File: src/rtl/bypass_seq_pkg.sv
// Shared types and helpers for the multi-cycle slice-serial adder/subtractor.
package bypass_seq_pkg;

  typedef enum logic [1:0] {
    IDLE = 2'd0,
    RUN  = 2'd1,
    DONE = 2'd2
  } seq_state_e;

  // Width of the slice counter for W/N slices; never narrower than one bit.
  function automatic int unsigned slice_cnt_width(input int unsigned w, input int unsigned n);
    int unsigned s;
    s = w / n;
    return (s <= 1) ? 1 : $clog2(s);
  endfunction

endpackage

File: src/rtl/bypass_add_sequencer_adder.sv
// N-bit carry-skip adder: ripple within K-bit blocks, carry bypasses a block
// whose bits all propagate.
module BypassAdder #(
  parameter int unsigned N = 32,
  parameter int unsigned K = 4
) (
  input  logic [N-1:0] a,
  input  logic [N-1:0] b,
  input  logic         cin,
  output logic [N-1:0] sum,
  output logic         cout
);

  localparam int unsigned NB = (N + K - 1) / K;

  logic c;
  logic blk_cin;
  logic p_all;
  logic p;

  always_comb begin
    sum     = '0;
    c       = cin;
    blk_cin = cin;
    p_all   = 1'b1;
    p       = 1'b0;
    for (int unsigned blk = 0; blk < NB; blk++) begin
      blk_cin = c;
      p_all   = 1'b1;
      for (int unsigned j = 0; j < K; j++) begin
        if (blk * K + j < N) begin
          p                = a[blk*K+j] ^ b[blk*K+j];
          sum[blk*K+j]     = p ^ c;
          c                = (a[blk*K+j] & b[blk*K+j]) | (p & c);
          p_all            = p_all & p;
        end
      end
      if (p_all) c = blk_cin;
    end
    cout = c;
  end

endmodule

File: src/rtl/bypass_add_sequencer.sv
// W-bit add/subtract computed one N-bit slice per cycle through a shared
// BypassAdder, LSB slice first, with a registered inter-slice carry.
module bypass_add_sequencer
  import bypass_seq_pkg::*;
#(
  parameter int unsigned W = 128,
  parameter int unsigned N = 32,
  parameter int unsigned K = 4
) (
  input  logic         clk,
  input  logic         rst_n,
  input  logic         in_valid,
  output logic         in_ready,
  input  logic [W-1:0] in_a,
  input  logic [W-1:0] in_b,
  input  logic         in_sub,
  input  logic         in_cin,
  output logic         out_valid,
  input  logic         out_ready,
  output logic [W-1:0] out_sum,
  output logic         out_cout,
  output logic         out_ovf,
  output logic         busy
);

  localparam int unsigned S  = W / N;
  localparam int unsigned SW = slice_cnt_width(W, N);

  if (W % N != 0) begin : g_bad_width
    $error("bypass_add_sequencer: W must be a multiple of N");
  end

  seq_state_e    state_q, state_d;
  logic [SW-1:0] slice_q, slice_d;
  logic [W-1:0]  a_q, a_d;
  logic [W-1:0]  b_q, b_d;
  logic [W-1:0]  sum_q, sum_d;
  logic          carry_q, carry_d;
  logic          cout_q, cout_d;
  logic          ovf_q, ovf_d;
  logic          in_ready_q, in_ready_d;
  logic          out_valid_q, out_valid_d;
  logic          busy_q, busy_d;

  int unsigned   slice_idx;
  logic          last_slice;
  logic [N-1:0]  slice_sum;
  logic          slice_cout;

  assign slice_idx  = int'(slice_q);
  assign last_slice = (slice_q == SW'(S - 1));

  BypassAdder #(.N(N), .K(K)) u_slice (
    .a    (a_q[slice_idx*N +: N]),
    .b    (b_q[slice_idx*N +: N]),
    .cin  (carry_q),
    .sum  (slice_sum),
    .cout (slice_cout)
  );

  always_comb begin
    state_d     = state_q;
    slice_d     = slice_q;
    a_d         = a_q;
    b_d         = b_q;
    sum_d       = sum_q;
    carry_d     = carry_q;
    cout_d      = cout_q;
    ovf_d       = ovf_q;
    in_ready_d  = in_ready_q;
    out_valid_d = out_valid_q;
    busy_d      = busy_q;
    case (state_q)
      IDLE: begin
        if (in_valid) begin
          a_d        = in_a;
          b_d        = in_sub ? ~in_b : in_b;
          carry_d    = in_sub ? 1'b1 : in_cin;
          slice_d    = '0;
          state_d    = RUN;
          in_ready_d = 1'b0;
          busy_d     = 1'b1;
        end
      end
      RUN: begin
        sum_d[slice_idx*N +: N] = slice_sum;
        carry_d                 = slice_cout;
        if (last_slice) begin
          // The top slice's Cout is reported only; it never wraps back in.
          slice_d     = '0;
          state_d     = DONE;
          cout_d      = slice_cout;
          ovf_d       = (a_q[W-1] == b_q[W-1]) && (slice_sum[N-1] != a_q[W-1]);
          out_valid_d = 1'b1;
        end else begin
          slice_d = slice_q + 1'b1;
        end
      end
      DONE: begin
        if (out_ready) begin
          state_d     = IDLE;
          out_valid_d = 1'b0;
          in_ready_d  = 1'b1;
          busy_d      = 1'b0;
        end
      end
      default: begin
        state_d     = IDLE;
        out_valid_d = 1'b0;
        in_ready_d  = 1'b1;
        busy_d      = 1'b0;
      end
    endcase
  end

  always_ff @(posedge clk) begin
    if (!rst_n) begin
      state_q     <= IDLE;
      slice_q     <= '0;
      a_q         <= '0;
      b_q         <= '0;
      sum_q       <= '0;
      carry_q     <= 1'b0;
      cout_q      <= 1'b0;
      ovf_q       <= 1'b0;
      in_ready_q  <= 1'b1;
      out_valid_q <= 1'b0;
      busy_q      <= 1'b0;
    end else begin
      state_q     <= state_d;
      slice_q     <= slice_d;
      a_q         <= a_d;
      b_q         <= b_d;
      sum_q       <= sum_d;
      carry_q     <= carry_d;
      cout_q      <= cout_d;
      ovf_q       <= ovf_d;
      in_ready_q  <= in_ready_d;
      out_valid_q <= out_valid_d;
      busy_q      <= busy_d;
    end
  end

  assign in_ready  = in_ready_q;
  assign out_valid = out_valid_q;
  assign out_sum   = sum_q;
  assign out_cout  = cout_q;
  assign out_ovf   = ovf_q;
  assign busy      = busy_q;

endmodule

File: config.mk
export PLATFORM = sky130hd
export DESIGN_NAME = bypass_add_sequencer
export DESIGN_NICKNAME = d
export VERILOG_FILES = /design/src/rtl/bypass_seq_pkg.sv /design/src/rtl/bypass_add_sequencer_adder.sv /design/src/rtl/bypass_add_sequencer.sv
export SDC_FILE = /design/constraint.sdc
export NUM_CORES = 1
export LEC_CHECK = 0
export BUFFER_PORTS_ARGS = -buffer_cell sky130_fd_sc_hd__clkbuf_2
export CORE_AREA = 2 2 142 248
export DETAILED_ROUTE_END_ITERATION = 7
export DIE_AREA = 0 0 144 250
export GPL_ROUTABILITY_DRIVEN = 0
export GPL_TIMING_DRIVEN = 0
export HOLD_SLACK_MARGIN = 0.12
export PLACE_DENSITY = 0.8
export SLEW_MARGIN = 20
export SYNTH_ARGS = -nofsm -noshare
export SYNTH_HDL_FRONTEND = slang
export SYNTH_SLANG_ARGS = --single-unit
export TNS_END_PERCENT = 20
File: constraint.sdc
create_clock -name clk -period 21.9 [get_ports clk]
set_clock_uncertainty 0.1 [all_clocks]
set_input_delay 4.38 -clock clk [delete_from_list [all_inputs] [get_ports clk]]
set_output_delay 4.38 -clock clk [all_outputs]
set_load 0.01 [all_outputs]
==> results_tabular.tex <==
\begin{tabular}{lr}
\hline
Metric & Value \\
\hline
\multicolumn{2}{l}{\textbf{Critical path}} \\
Type of element capturing the critical path & register \\
Critical path type & register to register \\
Signal arrival time at the worst endpoint & 17.84 ns \\
Critical path's largest stage delay & around 0.60 ns \\
Number of cells traversed by the worst register-to-register path & 54 \\
Launching element type of the critical path & register \\
Data required time of the worst path & between 20 and 25 ns \\
Most frequent CP cell & sky130\_fd\_sc\_hd\_\_fa\_1 \\
Peak fanout along the critical path & 10 \\
Worst-path cell with the longest stage delay & sky130\_fd\_sc\_hd\_\_clkbuf\_1 \\
\multicolumn{2}{l}{\textbf{Floorplanning}} \\
Area of the core & between 30000 and 40000 µm² \\
Top-level port count & 395 \\
Number of core rows & 90 \\
Initial Utilization & 54.2\% \\
Die area & 36000 µm² \\
Height of the chip & 250 µm \\
Horizontal die dimension & 144 µm \\
\multicolumn{2}{l}{\textbf{Timing}} \\
Final hold vios & 0 \\
Shortest clock period the worst path allows after layout & 17.46 ns \\
Timing-limited maximum frequency & 57.3 MHz \\
Fin worst setup slack & 4.44 ns \\
Slew margin rel. & 37.2\% \\
Final Max Tran Viols & 0 \\
Setup Viol. Count Final & 0 \\
Transition time of the tightest slew-check pin & 0.943 ns \\
Sum of negative setup slack & 0 ns \\
Final critical-path share of the clock period & approximately four fifths \\
Setup repair after global routing missed its margin & no \\
Worst hold slack & 0.362 ns \\
\multicolumn{2}{l}{\textbf{CTS}} \\
Clock Latency Late Sink & between 0.5 and 0.6 ns \\
Clock tree root buffer cell & sky130\_fd\_sc\_hd\_\_clkbuf\_16 \\
Post-CTS repair timing setup buffer count & 0 \\
Number of sinks driven by the clock tree & 394 \\
Hold Buf Count CTS & 0 \\
Number of H-tree levels & 2 \\
Clock buffer depth & 3 \\
Number of clock buffers inserted by TritonCTS & 36 \\
TritonCTS clock tree & yes \\
PostCTS Resize Cnt & 0 \\
CTS clk-pin slew, worst paths & 0.07 ns \\
\multicolumn{2}{l}{\textbf{GRT}} \\
Initial antenna violation count & 2 \\
Global-route wire length before repair & around 91 mm \\
Total global routing track utilization & 33.6\% \\
Total global routing overflow & 0 \\
Via count of the first global-routing pass & 16798 \\
Maximum number of pins on one net before global-route repair & 16 \\
\multicolumn{2}{l}{\textbf{Synthesis}} \\
Share of the synthesized area in the top cell type & 42.6\% \\
Post-synthesis instance area & 18500 µm² \\
Mean cell area of the mapped netlist & 9.37 µm² \\
Synthesized Nets & $\sim$2300 \\
List of most frequent post-synthesis cells & sky130\_fd\_sc\_hd\_\_nand2\_1, sky130\_fd\_sc\_hd\_\_dfxtp\_1, sky130\_fd\_sc\_hd\_\_a21boi\_0, sky130\_fd\_sc\_hd\_\_o211a\_1, sky130\_fd\_sc\_hd\_\_xnor2\_1 \\
Number of enable-type register cells in the synthesized netlist & 0 \\
Yosys warns & 0 \\
Async set or reset register ratio after synthesis & 0\% \\
Count of state elements after synthesis & 394 \\
Library cells used by synthesis & 42 \\
Prevailing post-synth register cell & sky130\_fd\_sc\_hd\_\_dfxtp\_1 \\
Cell taking the most area after synthesis & sky130\_fd\_sc\_hd\_\_dfxtp\_1 \\
Number of instances in the synthesized netlist & 1976 \\
Top cells by area, synth & sky130\_fd\_sc\_hd\_\_dfxtp\_1, sky130\_fd\_sc\_hd\_\_nand2\_1, sky130\_fd\_sc\_hd\_\_mux4\_2, sky130\_fd\_sc\_hd\_\_o211a\_1, sky130\_fd\_sc\_hd\_\_xnor2\_1 \\
Most instantiated library cell after synthesis & sky130\_fd\_sc\_hd\_\_nand2\_1 \\
Seq/Total Area, Yosys & 42.6\% \\
\multicolumn{2}{l}{\textbf{Route}} \\
Detailed Routing Iterations Pass 1 & 5 \\
Final routed DRC violation total & 0 \\
Average wire per cell in the routed design & 21.1 µm \\
Final wirelength & 61.1 mm \\
Residual antenna-violating net count after detailed routing & 0 \\
Vias per cell & 5.65 \\
Via count of the routed design & 16316 \\
DRT iter0 DRCs & 1008 \\
\multicolumn{2}{l}{\textbf{Run}} \\
Max-capacitance violation count & 0 \\
\multicolumn{2}{l}{\textbf{Layout}} \\
Post-layout net count & 2739 \\
Final core occ & between 60 and 70\% \\
Non-filler instance count after layout & around 2900 \\
Antenna fix cells & 0 \\
Synthesis-to-layout area growth & 20.1\% \\
Layout cells sized above 1 & 22.2\% \\
\# fillers & 2788 \\
Final Cell Area & 22200 µm² \\
\multicolumn{2}{l}{\textbf{Pwr}} \\
Maximum VDD drop & 0.0000454 V \\
Design Power & 1.70 mW \\
Cell leakage power & roughly 10 nW \\
Cell Pwr Density & 76.7 nW/µm² \\
\multicolumn{2}{l}{\textbf{Hold path}} \\
Class of the worst hold path & register to register \\
Number of cells on the worst hold path & 2 \\
\multicolumn{2}{l}{\textbf{Placement}} \\
Quantity of I/O buffers inserted on ports & 393 \\
Post-DP Area & $\sim$21000 µm² \\
Number of cells in the design after placement & 2829 \\
DP Wirelength & about 50 mm \\
Post-Place Worst Slack & $\sim$4.7 ns \\
\multicolumn{2}{l}{\textbf{Outcome}} \\
Result of the run & finished, final reports clean \\
\hline
\end{tabular}
==> state kept, by name, indices dropped and copies added, names as in the netlist <==
signal,count
out_ovf,1
a_q,128
out_valid,1
slice_q,2
state_q,2
out_sum,128
in_ready,1
carry_q,1
out_cout,1
b_q,128
busy,1
==> placed cells by master, fill, tap and decap left out, drive strengths merged, types with 3 or more instances in the layout <==
master    instances
nand2           522
ha               38
o211a           129
dfxtp           394
nor2             14
clkinvlp          3
o21ai           123
a22oi             8
fa               32
xnor2           128
and2            120
nor2b            10
clkbuf          565
inv              67
buf              36
nand4            10
a21oi             3
bufinv            3
mux4             64
a21boi          131
==> critical path: cells and delay by family, from the launching register on <==
kind | cells | cell delay, ns
fa+ha+maj | 32 | 12.95
buf+inv | 6 | 1.41
compound gates | 7 | 1.12
simple gates | 7 | 0.85
mux | 2 | 0.59
flops | 1 | 0.41
==> layer usage <==
layer  global-route usage [%]  routed length, µm  up-vias
met5                        0                 23        -
met4                     30.3               6580        4
met3                     5.07               4110      298
met2                     58.2              30200      837
met1                     34.1              20100     7744
li1                         -                  -     7433
==> path summary, 6_finish.rpt <==
kind                   start       to  slack (ns)
setup / recovery  slice_q[0]  out_ovf        4.44
hold / removal       a_q[93]  a_q[93]        0.36
setup reg to reg  slice_q[0]  out_ovf        4.44
hold reg to reg      a_q[93]  a_q[93]        0.36
==> report_power, final <==
part | total (mW) | switching, mW | internal [mW]
clock network | 0.644 | 0.275 | 0.369
registers | 0.778 | 0.0229 | 0.755
logic | 0.283 | 0.170 | 0.113
total | 1.70 | 0.468 | 1.24
==> cell families (layout without fill, tap and decap cells) <==
group	Yosys count	count (layout)	synth area share, %
xor+xnor	128	128	6.06
fa+ha+maj	70	70	6.03
buf+inv	223	676	4.73
flops	394	394	42.6
mux	66	66	7.90
compound gates	403	403	16.4
simple gates	692	692	16.3
==> layout make-up <==
cell class | count | area [µm²] | area share [%]
multi-input combinational | 1359 | 9740 | 43.8
tap | 460 | 576 | 2.59
clock inverter | 8 | 123 | 0.552
buffer | 156 | 623 | 2.80
clock buffer | 52 | 1050 | 4.74
timing repair buffer | 393 | 1970 | 8.85
sequential | 394 | 7890 | 35.5
inverter | 67 | 251 | 1.13
(Power assumes the default switching activity.)
